`src/rtl/instr_mem_loader.sv`:
```
// ---------------------------------------------------------------------------
// instr_mem_loader
//
// Streams a program into the CPU instruction memory write port. A load is
// started with a one-cycle `start` pulse. The first accepted byte is a length
// byte L, and the load then writes N = L+1 words. Each word is assembled from
// INSTR_WIDTH/8 little-endian bytes and written at consecutive addresses
// starting at 0. The CPU is held in stall for the whole load.
//
// Optional feature macro: LOADER_CHECKSUM_EN
//   When defined, one extra byte follows the last word. It must equal the XOR
//   of all data bytes. On a mismatch the loader raises a sticky `err`, keeps
//   the CPU held and returns to idle without a `done` pulse.
//   When undefined, `err` is tied to 0.
//
// Ports:
//   clk            clock, rising edge
//   rst            synchronous active-high reset
//   start          load request pulse (ignored while busy)
//   in_data        stream byte
//   in_valid       in_data valid
//   in_ready       loader accepts a byte this cycle
//   we             instruction memory write enable (one cycle per word)
//   wa             write address (wraps modulo MEM_DEPTH)
//   wd             write data (first stream byte of a word is the LSB)
//   cpu_hold       CPU stall request
//   busy           load in progress
//   done           one-cycle completion pulse
//   err            sticky checksum error
//   words_written  words written in the current or last load
// ---------------------------------------------------------------------------
module instr_mem_loader #(
    parameter int ADDR_WIDTH  = 8,
    parameter int INSTR_WIDTH = 32,
    parameter int MEM_DEPTH   = 256
) (
    input  logic                   clk,
    input  logic                   rst,
    input  logic                   start,
    input  logic [7:0]             in_data,
    input  logic                   in_valid,
    output logic                   in_ready,
    output logic                   we,
    output logic [ADDR_WIDTH-1:0]  wa,
    output logic [INSTR_WIDTH-1:0] wd,
    output logic                   cpu_hold,
    output logic                   busy,
    output logic                   done,
    output logic                   err,
    output logic [ADDR_WIDTH:0]    words_written
);

    localparam int BPW   = INSTR_WIDTH / 8;
    localparam int IDX_W = (BPW > 1) ? $clog2(BPW) : 1;
    localparam logic [IDX_W-1:0]      LAST_IDX  = IDX_W'(BPW - 1);
    localparam logic [ADDR_WIDTH-1:0] LAST_ADDR = ADDR_WIDTH'(MEM_DEPTH - 1);

    typedef enum logic [2:0] {
        IDLE,
        LEN,
        DATA,
        WRITE,
`ifdef LOADER_CHECKSUM_EN
        CHK,
`endif
        DONE
    } state_t;

    state_t state;
    state_t next_state;

    logic [7:0]       len_q;
    logic [IDX_W-1:0] idx_q;

    logic accept;
    logic last_byte;
    logic last_word;
    logic chk_fail;
    logic in_ready_next;
    logic busy_next;
    logic hold_next;

`ifdef LOADER_CHECKSUM_EN
    logic [7:0] chk_sum;
`endif

    // A byte only moves when the registered in_ready is high, so in_ready
    // alone encodes which states consume bytes.
    assign accept    = in_valid && in_ready;
    assign last_byte = (idx_q == LAST_IDX);
    // words_written still holds the pre-increment count during WRITE, so the
    // final word (number L+1) is the one written when the count equals L.
    assign last_word = (words_written == (ADDR_WIDTH + 1)'(len_q));

    // State register.
    always_ff @(posedge clk) begin
        if (rst) begin
            state <= IDLE;
        end else begin
            state <= next_state;
        end
    end

    // Next-state logic. The registered outputs are derived from next_state,
    // so each output is already correct in the first cycle of a new state.
    always_comb begin
        next_state = state;
        chk_fail   = 1'b0;
        case (state)
            IDLE: begin
                if (start) begin
                    next_state = LEN;
                end
            end
            LEN: begin
                if (accept) begin
                    next_state = DATA;
                end
            end
            DATA: begin
                if (accept && last_byte) begin
                    next_state = WRITE;
                end
            end
            WRITE: begin
                if (last_word) begin
`ifdef LOADER_CHECKSUM_EN
                    next_state = CHK;
`else
                    next_state = DONE;
`endif
                end else begin
                    next_state = DATA;
                end
            end
`ifdef LOADER_CHECKSUM_EN
            CHK: begin
                if (accept) begin
                    if (in_data == chk_sum) begin
                        next_state = DONE;
                    end else begin
                        chk_fail   = 1'b1;
                        next_state = IDLE;
                    end
                end
            end
`endif
            DONE: begin
                next_state = IDLE;
            end
            default: begin
                next_state = IDLE;
            end
        endcase

        in_ready_next = (next_state == LEN) || (next_state == DATA);
`ifdef LOADER_CHECKSUM_EN
        if (next_state == CHK) begin
            in_ready_next = 1'b1;
        end
`endif
        busy_next = (next_state != IDLE) && (next_state != DONE);
        // The hold survives in IDLE only after a checksum failure. Normal
        // completion reaches IDLE through DONE, which has already cleared it.
        hold_next = busy_next || chk_fail || ((state == IDLE) && cpu_hold);
    end

    // Registered outputs and datapath: byte assembly, address and word
    // counters, and the running checksum.
    always_ff @(posedge clk) begin
        if (rst) begin
            in_ready      <= 1'b0;
            we            <= 1'b0;
            wa            <= '0;
            wd            <= '0;
            cpu_hold      <= 1'b0;
            busy          <= 1'b0;
            done          <= 1'b0;
            words_written <= '0;
            len_q         <= '0;
            idx_q         <= '0;
`ifdef LOADER_CHECKSUM_EN
            err           <= 1'b0;
            chk_sum       <= '0;
`endif
        end else begin
            in_ready <= in_ready_next;
            we       <= (next_state == WRITE);
            done     <= (next_state == DONE);
            busy     <= busy_next;
            cpu_hold <= hold_next;
            case (state)
                IDLE: begin
                    if (start) begin
                        wa            <= '0;
                        words_written <= '0;
                        idx_q         <= '0;
`ifdef LOADER_CHECKSUM_EN
                        err           <= 1'b0;
                        chk_sum       <= '0;
`endif
                    end
                end
                LEN: begin
                    if (accept) begin
                        len_q <= in_data;
                    end
                end
                DATA: begin
                    if (accept) begin
                        wd[8*idx_q +: 8] <= in_data;
                        idx_q <= last_byte ? '0 : idx_q + IDX_W'(1);
`ifdef LOADER_CHECKSUM_EN
                        chk_sum <= chk_sum ^ in_data;
`endif
                    end
                end
                WRITE: begin
                    wa            <= (wa == LAST_ADDR) ? '0 : wa + ADDR_WIDTH'(1);
                    words_written <= words_written + (ADDR_WIDTH + 1)'(1);
                end
`ifdef LOADER_CHECKSUM_EN
                CHK: begin
                    if (chk_fail) begin
                        err <= 1'b1;
                    end
                end
`endif
                default: begin
                end
            endcase
        end
    end

`ifndef LOADER_CHECKSUM_EN
    assign err = 1'b0;
`endif

endmodule

```
`config.mk`:
```
export PLATFORM = sky130hd
export DESIGN_NAME = instr_mem_loader
export DESIGN_NICKNAME = d
export VERILOG_FILES = /design/src/rtl/instr_mem_loader.sv
export SDC_FILE = /design/constraint.sdc
export NUM_CORES = 1
export LEC_CHECK = 0
export CAP_MARGIN = 20
export CORE_ASPECT_RATIO = 0.8
export CORE_MARGIN = 5
export CORE_UTILIZATION = 40
export DETAILED_ROUTE_END_ITERATION = 16
export PLACE_DENSITY = 0.66
export SLEW_MARGIN = 10
export SYNTH_ARGS = -nofsm -noshare
export SYNTH_HDL_FRONTEND = slang
export SYNTH_SLANG_ARGS = --single-unit
```
`constraint.sdc`:
```
create_clock -name clk -period 3.9 [get_ports clk]
set_clock_uncertainty 0.1 [all_clocks]
set_input_delay 0.78 -clock clk [delete_from_list [all_inputs] [get_ports clk]]
set_output_delay 0.78 -clock clk [all_outputs]
set_load 0.05 [all_outputs]
```
==> results of run 1 <==
==> power by group through the flow <==
stage / Combinational [mW] / Sequential [mW] / Clock (mW)
floorplan: 0.0538 / 0.724 / 0
global placement: 0.0963 / 0.715 / 0
detailed placement: 0.0970 / 0.715 / 0
CTS: 0.0970 / 0.699 / 0.722
global route: 0.105 / 0.701 / 0.752
finish: 0.0977 / 0.699 / 0.709
==> area by class of cell <==
| cell class | instances | area share |
|---|---|---|
| Tap cell | 90 | 0.0292 |
| Timing Repair Buffer | 66 | 0.169 |
| Multi-Input combinational cell | 252 | 0.386 |
| Sequential cell | 67 | 0.347 |
| Inverter | 4 | 0.00389 |
| Clock inverter | 7 | 0.0324 |
| Clock buffer | 9 | 0.0321 |
==> routing by layer <==
| layer | share of wire | wire, um |
|---|---|---|
| met1 | 0.48 | 3730 |
| met2 | 0.46 | 3540 |
| met5 | 0 | 0 |
| met4 | 0.0085 | 66 |
| met3 | 0.055 | 431 |
==> sequential cells by signal, indices dropped and copies added, names as in the netlist <==
name / flops
wa: 8
cpu_hold: 1
idx_q: 2
state: 3
we: 1
done: 1
wd: 32
len_q: 8
in_ready: 1
busy: 1
words_written: 9
==> kinds of logic (layout without fill, tap and decap cells) <==
group / after synthesis / after routing / synth area share
other: 1 / 1 / 0.00127
xor gates and xnor gates: 8 / 8 / 0.0236
AOI/OAI and AO/OA: 75 / 75 / 0.149
muxes: 10 / 10 / 0.0342
buffers and inverters: 28 / 86 / 0.0452
DFF: 67 / 67 / 0.453
and+or+nand+nor: 151 / 151 / 0.264
adders and majority gates: 7 / 7 / 0.0295
==> cells in the mapped netlist (all sizes together), types with 6 or more instances <==
library cell | count | share of area
a21oi | 49 | 0.084
buf | 12 | 0.025
clkbuf | 12 | 0.015
dfxtp | 67 | 0.45
ha | 7 | 0.030
mux2i | 9 | 0.030
nand2 | 42 | 0.053
nand3 | 45 | 0.076
nand4 | 6 | 0.013
nor2 | 22 | 0.028
or3 | 7 | 0.015
xnor2 | 7 | 0.021
==> worst min-delay path by stage <==
stage	to	slack (ps)	cells after the start
finish	wd[1]	360	2
global route	wd[7]	370	2
CTS	wd[6]	360	2
detailed placement	wd[0]	350	2
global placement	wd[0]	340	2
floorplan	idx_q[1]	360	2
==> metrics by stage <==
step	utilization	total power, mW	setup slack (ps)
CTS	0.527	1.52	1320
finish	0.527	1.51	1330
detailed placement	0.493	0.812	1140
floorplan	-	0.778	1900
global placement	0.493	0.812	1220
global route	0.527	1.56	1270
==> flow_summary_export.csv, run 1 <==
group,metric,value,unit
outcome,outcome,"finished, final reports clean",
critical_path,crit_buf_inv,1,
clock_tree,cts_buffer_depth,2,
flow_run,max-cap-violations,0,
floorplanning,die_width,106,um
critical_path,timing.critical_path.slowest_stage_cell,"clkdlybuf4s50_1",
logic_synthesis,ys_seq_area_frac,0.453,
floorplanning,coreArea,7320,um2
place,placed_area,3610,um2
logic_synthesis,avgSynthCellArea,8.54,um2
clock_tree,cts_setup_buffers,0,
floorplanning,die-area,9240,um2
timing,fin_crit_sh,0.658,
logic_synthesis,syn_nets,366,
place,dp_cells,479,
place,gp_congestion,0.770,
grt,use_met1,0.228,
critical_path,path_depth,1,
grt,grt_max_degree,49,
finish,nets,419,
clock_tree,clock_latency,330,ps
floorplanning,start_util,0.405,
clock_tree,cts_buffers,9,
critical_path,critPathMaxFanout,9,
detailed_routing,wire_per_inst,15.7,um
finish,final_cells,495,
logic_synthesis,ys_types,51,
logic_synthesis,ys_async_sr_fraction,0,
critical_path,crit_path_end_kind,"primary output",
timing,timing.fmax,390,MHz
timing,rsz0062_at_grt,"no",
critical_path,r2r_cells,4,
critical_path,r2r-end,"in_ready",
detailed_routing,routed_wl,7.77,mm
critical_path,critPathLaunch,"wa[2]",
timing,hold_viol,0,
critical_path,cp-start-kind,"flip-flop",
finish,mostFrequentLayoutCell,"dfxtp_1",
grt,grt_pass1_wl,12.6,mm
timing,post-route-min-period,2570,ps
clock_tree,postCtsResizedCells,0,
critical_path,worstPathArrival,1690,ps
grt,grt_overflow,0,
detailed_routing,dr.pass1.iters,4,
pwr,p_seq_frac,0.464,
pwr,p_sw,0.351,mW
clock_tree,clock_sinks,67,
finish,drive_gt1_frac,0.0617,
grt,top_usage_layer,"met2",
critical_path,crit_end,"wa[2]",
timing,slew_headroom,0.379,
critical_path,r2r-start,"state[1]",
pwr,irDropWorstVdd,213,uV
grt,grt_pass1_vias,2498,
pwr,p_int,1.15,mW
clock_tree,ctsHoldBuffers,0,
worst_hold_path,worstHoldStart,"wd[1]",
clock_tree,clockRootBuffer,"clkbuf_8",
critical_path,critPathTopFamily,"buffers and inverters",
finish,multiInputGateArea,1490,um2
place,port_buffers,65,
finish,seqCellArea,1340,um2
floorplanning,rows,28,
critical_path,path_class,"flip-flop to primary output",
logic_synthesis,synth_area,2960,um2
logic_synthesis,ys_ff_latch,67,
detailed_routing,vias_per_cell,5.42,
critical_path,crit_required,3020,ps
pwr,pwr-share-clk,0.471,
grt,track_usage,0.171,
detailed_routing,dr.first_iter.drc_count,149,
critical_path,slowest_delay,870,ps
floorplanning,ios,67,
pwr,leakagePower,1.36,nW
clock_tree,cts_tree,"yes",
finish,syn_to_final_growth,30.2,%
critical_path,cp_cell_sequence,"clkdlybuf4s50_1",
grt,antenna_found_initial,0,
finish,fillCellCount,693,
pwr,swShare,0.233,
timing,finalMaxSlewViolations,0,
logic_synthesis,syn_inst,347,
timing,finalSetupTns,0,ps
clock_tree,path_clk_slew,80,ps
detailed_routing,antenna_left,0,
grt,grt_util_met3,0.0526,
clock_tree,htreeDepth,3,
logic_synthesis,synth-edff-count,0,
logic_synthesis,yosysWarnings,0,
pwr,powerDensity,390,nW/um2
finish,mostFrequentLayoutCells,"dfxtp_1 (67), clkdlybuf4s50_1 (64), a21oi_1 (48)",
worst_hold_path,min_path_type,"flip-flop to flip-flop",
place,detailed_place_hpwl,5.56,mm
critical_path,r2r_slack,1570,ps
timing,holdWs,355,ps
detailed_routing,drc_errors,0,
finish,n_antenna_cell,0,
timing,setup_violations,0,
floorplanning,die_h,87.0,um
timing,tightest_slew,930,ps
grt,gr-usage-met2,0.266,
detailed_routing,vias,2683,
pwr,comb_power_share,0.065,
finish,final_area,3860,um2
logic_synthesis,synthFlopType,"dfxtp_1",
No activity file was read; power rests on OpenSTA's default activity.
==> inputs of run 2 (changes only) <==
--- a/config.mk
+++ b/config.mk
@@ -10,7 +10,7 @@
 export CORE_MARGIN = 5
 export CORE_UTILIZATION = 40
 export DETAILED_ROUTE_END_ITERATION = 16
-export PLACE_DENSITY = 0.66
+export PLACE_DENSITY = 0.68
 export SLEW_MARGIN = 10
 export SYNTH_ARGS = -nofsm -noshare
 export SYNTH_HDL_FRONTEND = slang
==> constraint.sdc (replaced) <==
create_clock -name clk -period 2.1 [get_ports clk]
set_clock_uncertainty 0.1 [all_clocks]
set_input_delay 0.42 -clock clk [delete_from_list [all_inputs] [get_ports clk]]
set_output_delay 0.42 -clock clk [all_outputs]
set_load 0.05 [all_outputs]
==> flow_summary_export.csv, run 2 (synthesized netlist as in run 1, its figures left out) <==
group,metric,value,unit
outcome,outcome,"finished, final reports clean",
detailed_routing,wire_per_inst,16.1,um
finish,final_cells,508,
grt,top_usage_layer,"met2",
grt,antenna_found_initial,0,
detailed_routing,dr.pass1.iters,4,
finish,reg_top3,"wd: 32 flops, words_written: 9 flops",
critical_path,r2r_slack,180,ps
floorplanning,rows,28,
clock_tree,clockRootBuffer,"clkbuf_8",
detailed_routing,drc_errors,0,
finish,syn_to_final_growth,32.3,%
floorplanning,die_width,106,um
pwr,leakagePower,1.47,nW
finish,drive_gt1_frac,0.127,
floorplanning,die-area,9240,um2
detailed_routing,dr.first_iter.drc_count,185,
critical_path,cp-start-kind,"flip-flop",
critical_path,critPathTopFamily,"buffers and inverters",
clock_tree,cts_tree,"yes",
critical_path,path_class,"flip-flop to primary output",
timing,finalSetupTns,0,ps
critical_path,path_depth,1,
finish,mostFrequentLayoutCells,"dfxtp_1 (67), a21oi_1 (48), clkdlybuf4s50_1 (47)",
timing,hold_viol,0,
timing,finalMaxSlewViolations,0,
finish,mostFrequentLayoutCell,"dfxtp_1",
pwr,irDropWorstVdd,363,uV
critical_path,crit_path_end_kind,"primary output",
finish,final_area,3920,um2
floorplanning,coreArea,7320,um2
finish,largest_reg_flops,32,
timing,post-route-min-period,2040,ps
worst_hold_path,whs_path_depth,2,
clock_tree,clock_latency,350,ps
detailed_routing,vias,2789,
timing,fin_crit_sh,0.973,
finish,n_antenna_cell,0,
flow_run,max-cap-violations,0,
grt,use_met1,0.245,
grt,grt_pass1_wl,13.3,mm
clock_tree,cts_buffers,9,
finish,top_register,"wd",
place,dp_cells,492,
clock_tree,htreeDepth,3,
critical_path,crit_required,1580,ps
finish,nets,432,
critical_path,worstPathArrival,1520,ps
timing,setup_violations,0,
grt,grt_overflow,0,
critical_path,r2r-end,"words_written[7]",
worst_hold_path,min_path_type,"flip-flop to flip-flop",
finish,utilization,0.536,
timing,rsz0062_at_grt,"no",
finish,fillCellCount,674,
place,gp_congestion,0.790,
critical_path,slowest_delay,810,ps
timing,timing.fmax,489,MHz
timing,slew_headroom,0.647,
grt,gr-usage-met2,0.274,
critical_path,r2r-start,"state[0]",
detailed_routing,routed_wl,8.18,mm
detailed_routing,antenna_left,0,
critical_path,cp_cell_sequence,"clkdlybuf4s50_1",
floorplanning,ios,67,
floorplanning,die_h,87.0,um
place,port_buffers,65,
place,detailed_place_hpwl,5.70,mm
grt,grt_max_degree,52,
pwr,powerDensity,692,nW/um2
critical_path,timing.critical_path.slowest_stage_cell,"clkdlybuf4s50_1",
clock_tree,path_clk_slew,80,ps
detailed_routing,vias_per_cell,5.49,
grt,grt_pass1_vias,2651,
clock_tree,clock_sinks,67,
timing,tightest_slew,528,ps
grt,grt_util_met3,0.0504,
clock_tree,cts_buffer_depth,2,
critical_path,r2r_cells,3,
critical_path,critPathMaxFanout,2,
grt,track_usage,0.180,
critical_path,crit_end,"wd[30]",
critical_path,critPathLaunch,"wd[30]",
floorplanning,start_util,0.405,
pwr,power.total,2.72,mW
place,placed_area,3700,um2
critical_path,crit_buf_inv,1,
## run 2: cell types whose count changed in the layout (fill, tap and decap cells not counted)
cell	previous run	this run
bufinv_16	3	2
dlymetal6s2s_1	0	1
buf_12	0	2
clkinv_4	3	2
buf_4	1	27
clkinvlp_4	0	2
dlygate4sd2_1	0	1
clkdlybuf4s50_1	64	47
## run 2: power by group
group / switching (mW) / internal (mW) / total [mW]
logic: 0.124 / 0.0766 / 0.201
clock network: 0.543 / 0.676 / 1.22
registers: 0.0137 / 1.28 / 1.30
## run 2: layout make-up
class,count,area [um2],share of cell area
Timing Repair Buffer,79,739,0.189
Inverter,4,15.0,0.00383
Sequential cell,67,1340,0.342
Clock inverter,7,101,0.0258
Tap cell,90,113,0.0287
Multi-Input combinational cell,252,1490,0.380
Clock buffer,9,124,0.0316
## run 2: worst min path at each step
| stage | start | endpoint | slack (ps) |
|---|---|---|---|
| detailed placement | wd[24] | wd[24] | 340 |
| floorplan | idx_q[1] | idx_q[1] | 360 |
| finish | wd[24] | wd[24] | 360 |
| CTS | wd[24] | wd[24] | 350 |
| global placement | wd[24] | wd[24] | 340 |
| global route | wd[24] | wd[24] | 370 |
## run 2: what timing repair did
item | 4_1_cts | 5_1_grt
endpoints found under the setup margin | 1 | 1
hold buffers | 0 | 0
resized for setup | 1 | 1
setup buffers | 0 | 0
## run 2: layer usage
metal / wire, um / up-vias
met2: 3680 / 80
met3: 417 / 18
met5: 0 / -
met4: 140 / 0
li1: - / 1375
met1: 3940 / 1316
## run 2: metrics by stage
step	hold WS (ps)	setup WS (ps)
after floorplan	365	101
after global placement	339	-41.3
after detailed placement	343	-56.0
after CTS	354	22.6
after global routing	368	3.57
final	356	57.0
